$ cat src/rtl/x_flashsm_mc_pkg.sv
// Shared types for the multi-channel LED flash generator: channel states, mode codes
// and the per-channel tick-counter width helper.
package x_flashsm_mc_pkg;

  typedef enum logic [1:0] {
    StIdle  = 2'd0,
    StFlash = 2'd1,
    StHwait = 2'd2,
    StGap   = 2'd3
  } state_e;

  typedef enum logic [1:0] {
    ModeOneshot = 2'd0,
    ModeRetrig  = 2'd1,
    ModeBlink   = 2'd2,
    ModeForce   = 2'd3
  } mode_e;

  // Counter must be able to hold the longer of the two phase lengths.
  function automatic int unsigned cnt_width(input int unsigned flash_ticks,
                                            input int unsigned gap_ticks);
    int unsigned longest;
    longest = (flash_ticks > gap_ticks) ? flash_ticks : gap_ticks;
    return (longest < 1) ? 1 : $clog2(longest + 1);
  endfunction

endpackage

$ cat src/rtl/x_flashsm_mc_if.sv
// Per-channel trigger/hold/mode request bundle and the LED drive it produces.
interface x_flashsm_mc_if #(
  parameter int unsigned NCH = 4
);
  logic [NCH-1:0]   trigger;
  logic [NCH-1:0]   hold;
  logic [2*NCH-1:0] mode;
  logic [NCH-1:0]   dout;

  modport master (output trigger, output hold, output mode, input dout);
  modport slave  (input trigger, input hold, input mode, output dout);
endinterface

$ cat src/rtl/x_flashsm_mc_ch.sv
// One LED channel: input registers, edge detect, flash/hold/blink state machine,
// phase tick counter and registered LED drive.
module x_flashsm_mc_ch
  import x_flashsm_mc_pkg::*;
#(
  parameter int unsigned FLASH_TICKS = 12,
  parameter int unsigned GAP_TICKS   = 12,
  parameter bit          INVERT      = 1'b0
) (
  input  logic  clock,
  input  logic  reset,
  input  logic  tick_i,
  input  logic  trigger_i,
  input  logic  hold_i,
  input  mode_e mode_i,
  output logic  dout_o
);

  localparam int unsigned CntW = cnt_width(FLASH_TICKS, GAP_TICKS);
  localparam logic [CntW-1:0] FlashLast = CntW'(FLASH_TICKS - 1);
  localparam logic [CntW-1:0] GapLast   = CntW'(GAP_TICKS - 1);

  logic            trig_ff_q, trig_ff_d;
  logic            trig_d_q, trig_d_d;
  logic            hold_ff_q, hold_ff_d;
  logic            armed_q, armed_d;
  state_e          state_q, state_d;
  logic [CntW-1:0] cnt_q, cnt_d;
  logic            dout_q, dout_d;
  logic            trig_re;
  logic            done;

  assign trig_re = trig_ff_q & ~trig_d_q;
  assign done    = tick_i && (cnt_q == ((state_q == StGap) ? GapLast : FlashLast));

  always_comb begin
    trig_ff_d = trigger_i;
    // First clock after reset loads both edge-detect stages alike, so a trigger
    // held high across reset release does not count as an edge.
    trig_d_d  = armed_q ? trig_ff_q : trigger_i;
    hold_ff_d = hold_i | trigger_i;
    armed_d   = 1'b1;
    state_d   = state_q;
    cnt_d     = cnt_q;

    case (state_q)
      StIdle: begin
        if (trig_re) begin
          state_d = StFlash;
          cnt_d   = '0;
        end
      end
      StFlash: begin
        if (trig_re && (mode_i == ModeRetrig)) begin
          cnt_d = '0;
        end else if (done) begin
          cnt_d = '0;
          if ((mode_i == ModeBlink) && hold_ff_q) begin
            state_d = StGap;
          end else if (hold_ff_q) begin
            state_d = StHwait;
          end else begin
            state_d = StIdle;
          end
        end else if (tick_i) begin
          cnt_d = cnt_q + 1'b1;
        end
      end
      StHwait: begin
        if (!hold_ff_q) begin
          state_d = StIdle;
          cnt_d   = '0;
        end
      end
      StGap: begin
        if (done) begin
          cnt_d   = '0;
          state_d = hold_ff_q ? StFlash : StIdle;
        end else if (tick_i) begin
          cnt_d = cnt_q + 1'b1;
        end
      end
      default: begin
        state_d = StIdle;
        cnt_d   = '0;
      end
    endcase

    dout_d = ((state_q == StFlash) || (state_q == StHwait) || (mode_i == ModeForce)) ^ INVERT;
  end

  always_ff @(posedge clock or posedge reset) begin
    if (reset) begin
      trig_ff_q <= 1'b0;
      trig_d_q  <= 1'b0;
      hold_ff_q <= 1'b0;
      armed_q   <= 1'b0;
      state_q   <= StIdle;
      cnt_q     <= '0;
      dout_q    <= INVERT;
    end else begin
      trig_ff_q <= trig_ff_d;
      trig_d_q  <= trig_d_d;
      hold_ff_q <= hold_ff_d;
      armed_q   <= armed_d;
      state_q   <= state_d;
      cnt_q     <= cnt_d;
      dout_q    <= dout_d;
    end
  end

  assign dout_o = dout_q;

endmodule

$ cat src/rtl/x_flashsm_mc.sv
// Multi-channel LED flash/persistence generator: one shared prescaler feeding NCH
// independent flash channels.
module x_flashsm_mc
  import x_flashsm_mc_pkg::*;
#(
  parameter int unsigned NCH         = 4,
  parameter int unsigned PRE_W       = 16,
  parameter int unsigned FLASH_TICKS = 12,
  parameter int unsigned GAP_TICKS   = 12,
  parameter bit          INVERT      = 1'b0
) (
  input logic             clock,
  input logic             reset,
  x_flashsm_mc_if.slave   led_if
);

  if (NCH < 1) begin : g_bad_nch
    $error("x_flashsm_mc: NCH must be >= 1");
  end
  if (PRE_W < 1) begin : g_bad_pre_w
    $error("x_flashsm_mc: PRE_W must be >= 1");
  end
  if (FLASH_TICKS < 1) begin : g_bad_flash
    $error("x_flashsm_mc: FLASH_TICKS must be >= 1");
  end
  if (GAP_TICKS < 1) begin : g_bad_gap
    $error("x_flashsm_mc: GAP_TICKS must be >= 1");
  end

  logic [PRE_W-1:0] pre_q, pre_d;
  logic             tick;
  logic [NCH-1:0]   dout;

  always_comb begin
    pre_d = pre_q + 1'b1;
  end

  // Tick fires on the all-ones count, once per 2**PRE_W clocks.
  assign tick = &pre_q;

  always_ff @(posedge clock or posedge reset) begin
    if (reset) begin
      pre_q <= '0;
    end else begin
      pre_q <= pre_d;
    end
  end

  for (genvar i = 0; i < NCH; i++) begin : g_ch
    x_flashsm_mc_ch #(
      .FLASH_TICKS (FLASH_TICKS),
      .GAP_TICKS   (GAP_TICKS),
      .INVERT      (INVERT)
    ) u_ch (
      .clock     (clock),
      .reset     (reset),
      .tick_i    (tick),
      .trigger_i (led_if.trigger[i]),
      .hold_i    (led_if.hold[i]),
      .mode_i    (mode_e'(led_if.mode[2*i +: 2])),
      .dout_o    (dout[i])
    );
  end

  assign led_if.dout = dout;

endmodule

$ cat src/flat_wrapper.sv
// flat-port wrapper written by rule: the top's interface ports become plain ports
module x_flashsm_mc_flat import x_flashsm_mc_pkg::*;
#(
  parameter int unsigned NCH         = 4,
  parameter int unsigned PRE_W       = 16,
  parameter int unsigned FLASH_TICKS = 12,
  parameter int unsigned GAP_TICKS   = 12,
  parameter bit          INVERT      = 1'b0
)
  (clock, reset, led_if_trigger, led_if_hold, led_if_mode, led_if_dout);
  x_flashsm_mc_if #(.NCH(NCH)) led_if_i ();
  input logic clock;
  input logic reset;
  input wire logic [$bits(led_if_i.trigger)-1:0] led_if_trigger;
  input wire logic [$bits(led_if_i.hold)-1:0] led_if_hold;
  input wire logic [$bits(led_if_i.mode)-1:0] led_if_mode;
  output wire logic [$bits(led_if_i.dout)-1:0] led_if_dout;
  assign led_if_i.trigger = led_if_trigger;
  assign led_if_i.hold = led_if_hold;
  assign led_if_i.mode = led_if_mode;
  assign led_if_dout = led_if_i.dout;
  x_flashsm_mc #(.NCH(NCH), .PRE_W(PRE_W), .FLASH_TICKS(FLASH_TICKS), .GAP_TICKS(GAP_TICKS), .INVERT(INVERT)) u_core (.clock(clock), .reset(reset), .led_if(led_if_i));
endmodule
$ cat config.mk
export PLATFORM = sky130hd
export DESIGN_NAME = x_flashsm_mc_flat
export DESIGN_NICKNAME = d
export VERILOG_FILES = /design/src/rtl/x_flashsm_mc_pkg.sv /design/src/rtl/x_flashsm_mc_if.sv /design/src/rtl/x_flashsm_mc_ch.sv /design/src/rtl/x_flashsm_mc.sv /design/src/flat_wrapper.sv
export SDC_FILE = /design/constraint.sdc
export NUM_CORES = 1
export LEC_CHECK = 0
export CORE_MARGIN = 10
export CORE_UTILIZATION = 40
export DETAILED_ROUTE_END_ITERATION = 16
export HOLD_SLACK_MARGIN = 0.1
export PLACE_DENSITY = 0.59
export SYNTH_ARGS = -nofsm -noshare
export SYNTH_HDL_FRONTEND = slang
export SYNTH_SLANG_ARGS = --single-unit
$ cat constraint.sdc
create_clock -name clock -period 1.85 [get_ports clock]
set_input_delay 0.555 -clock clock [delete_from_list [all_inputs] [get_ports clock]]
set_output_delay 0.555 -clock clock [all_outputs]
set_load 0.02 [all_outputs]
==> metrics.txt <==
status finished, final reports clean; post-synth cell types 45; worst-path cell chain ha_2, nand4_1, and4bb_2, or3b_4, a21oi_4, mux2i_1; CP arrival 2.09 ns; top cell type's share of synthesized area 46.5%; worst hold path depth 1; Cells after Synth 298; fin crit share 99.5%; CP Capture Type register; CTS buffer count 9; row count 31; DR DRC count 0; Area growth syn-to-layout 25.3%; RR Endpoint u_core.g_ch[2].u_ch.state_q[0]$_DFFE_PP0P_; Clock Latency Late Sink 0.33 ns; die width 108 um; grt ovf 0; most common cell after layout, fill and taps aside dfrtp_1; Pleak 1.77 nW; Pwr per Cell Area ~710 nW/um^2; Hold Fails Final Rpt 0; min cycle time layout 1.84 ns; CP required roughly 2.1 ns; Crit path max-delay family simple AND/OR/NAND/NOR gates; synthesized area around 3100 um^2; area leader, netlist dfrtp_1; Nets 396; CP Launch Type register; CP max-delay cell or3b_4; initial drt markers 73; Routed WL per cell 12.8 um; maximum clock rate 0.544 GHz; Yosys warning count 0; number of max-cap violations 0; hold wc startpoint u_core.pre_q[12]$_DFF_PP0_; ratio of cells with drive above 1 in the final layout 20.2%; CTS sink count 57; Initial Utilization 41.6%; largest net degree at the start of global routing 58; via count 2255; most frequent cells in the layout 57 x dfrtp_1, 35 x nand2_1, 28 x buf_4; reg2reg start u_core.pre_q[1]$_DFF_PP0_; syn_area_per_cell 10.3 um^2; clk buf depth 2; delay of the slowest critical-path stage 0.42 ns; Fillers a little under 700; All-Layer GR Usage 10.8%; Net Count, Synth 341; antenna violations before repair 0; count of final max-slew check failures 0; hold_buf cts 0; Synth Register Bits 57; Synth async-reset ratio 100%; Final HPWL DP 4210 um; Crit Path Class register to register; die area 11600 um^2; ys flop type dfrtp_1; first-pass GRT wire length approximately 10000 um; CTS tree built; die height 108 um; routed wire length 5820 um; IO Port Bufs 21; Antenna Violating Nets Remaining 0; final setup vio count 0; Power Total 2.71 mW; GP Congestion 0.761; Max rail drop VDD 0.364 mV; post-layout util between 50 and 60%; Hold WC Path Type register to register; vias in the first global route ~2.3k; Critical Path Fanout Max 3; largest cells by area after synthesis dfrtp_1 47%, ha_1 10%, nand2_1 4.3%; Final Skew 0.00577 ns; number of detailed-route iterations in the first pass 4; unrepaired setup endpoints after global routing yes; Post-synth EDFFs 0; CP Buf/Inv Count 0; H-tree depth 3; Hold EP u_core.pre_q[12]$_DFF_PP0_; Reg clk slew, reported paths approximately 0.060 ns; Seq/Total Area, Yosys between 40% and 50%; IO Pins 22; R2R depth 6; Via-to-Cell Ratio approximately 4.9; Core Area 7370 um^2; r2r setup slk around 0.01 ns; antenna cells 0; CTS Root Cell clkbuf_8
## metal layers
metal  up-vias  GRT usage, %  wire, um  part of all wire [%]
met5         -             0         0                     0
met2        30          17.3      2740                    47
met3        10          2.93       186                   3.2
li1       1153             -         -                     -
met1      1062          12.7      2780                    48
met4         0          6.20       117                   2.0
## worst max-delay path by stage
stage | slack [ns] | cells after the start | from | to
3_3_place_gp | -0.29 | 7 | led_if_mode[6] | u_core.g_ch[3].u_ch.cnt_q[3]$_DFFE_PP0P_
2_1_floorplan | 0.03 | 7 | u_core.pre_q[0]$_DFF_PP0_ | u_core.g_ch[2].u_ch.state_q[0]$_DFFE_PP0P_
5_1_grt | -0.11 | 6 | u_core.pre_q[0]$_DFF_PP0_ | u_core.g_ch[2].u_ch.state_q[0]$_DFFE_PP0P_
6_report | 0.01 | 6 | u_core.pre_q[1]$_DFF_PP0_ | u_core.g_ch[2].u_ch.state_q[0]$_DFFE_PP0P_
4_1_cts | -0.01 | 6 | u_core.pre_q[0]$_DFF_PP0_ | u_core.g_ch[2].u_ch.state_q[0]$_DFFE_PP0P_
3_5_place_dp | -0.37 | 7 | led_if_mode[6] | u_core.g_ch[3].u_ch.cnt_q[3]$_DFFE_PP0P_
## repair_timing
item,in CTS,in global routing
resized for setup,4,13
hold endpoints to repair,0,0
pin swaps,1,3
buffers inserted,1,3
endpoints found under the setup margin,12,18
## metrics by stage
stage	instance area [um^2]	setup WS, ns	hold slack, ns	setup TNS, ns	cells
3_3_place_gp	3560	-0.289	0.462	-4.79	437
6_report	3840	0.0101	0.479	0	456
3_5_place_dp	3560	-0.368	0.463	-5.41	437
5_1_grt	3840	-0.112	0.497	-0.645	456
2_1_floorplan	3070	0.0287	0.422	0	298
4_1_cts	3760	-0.0101	0.477	-0.0101	453
## cell type report
class / instances / area, um^2 / area share (%)
multi-input cells: 216 / 1590 / 41.4
flip-flops and latches: 57 / 1430 / 37.1
repair buffers: 50 / 443 / 11.5
clock buffers: 12 / 165 / 4.30
well taps: 99 / 124 / 3.23
inverters: 19 / 75.1 / 1.96
clock inverters: 3 / 15.0 / 0.391
## worst reg2reg max path, cell delays in order (launching register included)
cell	delay [ns]
dfrtp_1	0.35
ha_2	0.18
nand4_1	0.10
and4bb_2	0.38
or3b_4	0.42
a21oi_4	0.15
mux2i_1	0.20
## synth_stat cells (5+ instances only)
cell type and instances:
a21oi_1 15, buf_4 5, dfrtp_1 57, ha_1 25
inv_1 19, nand2_1 35, nand2b_1 9, nand3_1 7
nor2_1 10, o21ai_0 22, o21bai_1 7, or2_2 7
xnor2_1 8, xor2_1 6
## report_power, final
part	switching [mW]	internal (mW)	total, mW
clock	0.473	0.581	1.05
combinational	0.180	0.169	0.349
sequential	0.0248	1.29	1.31
total	0.678	2.04	2.71
## state kept, by name, indices dropped and copies added (netlist names)
register,count
u_core.g_ch.u_ch.armed_q,1
u_core.g_ch.u_ch.cnt_q,16
u_core.g_ch.u_ch.dout_o,4
u_core.g_ch.u_ch.hold_ff_q,4
u_core.g_ch.u_ch.state_q,8
u_core.g_ch.u_ch.trig_d_q,4
u_core.g_ch.u_ch.trig_ff_q,4
u_core.pre_q,16
## logic make-up after synthesis
family	count (synthesis)	synth area share, %
flops	57	46.5
compound gates	71	15.3
buf+inv	25	3.72
xor+xnor	14	4.00
other cells	1	0.122
mux	7	2.45
simple gates	98	17.7
fa+ha+maj	25	10.2
Note: power is estimated with default switching activity, not from simulation.
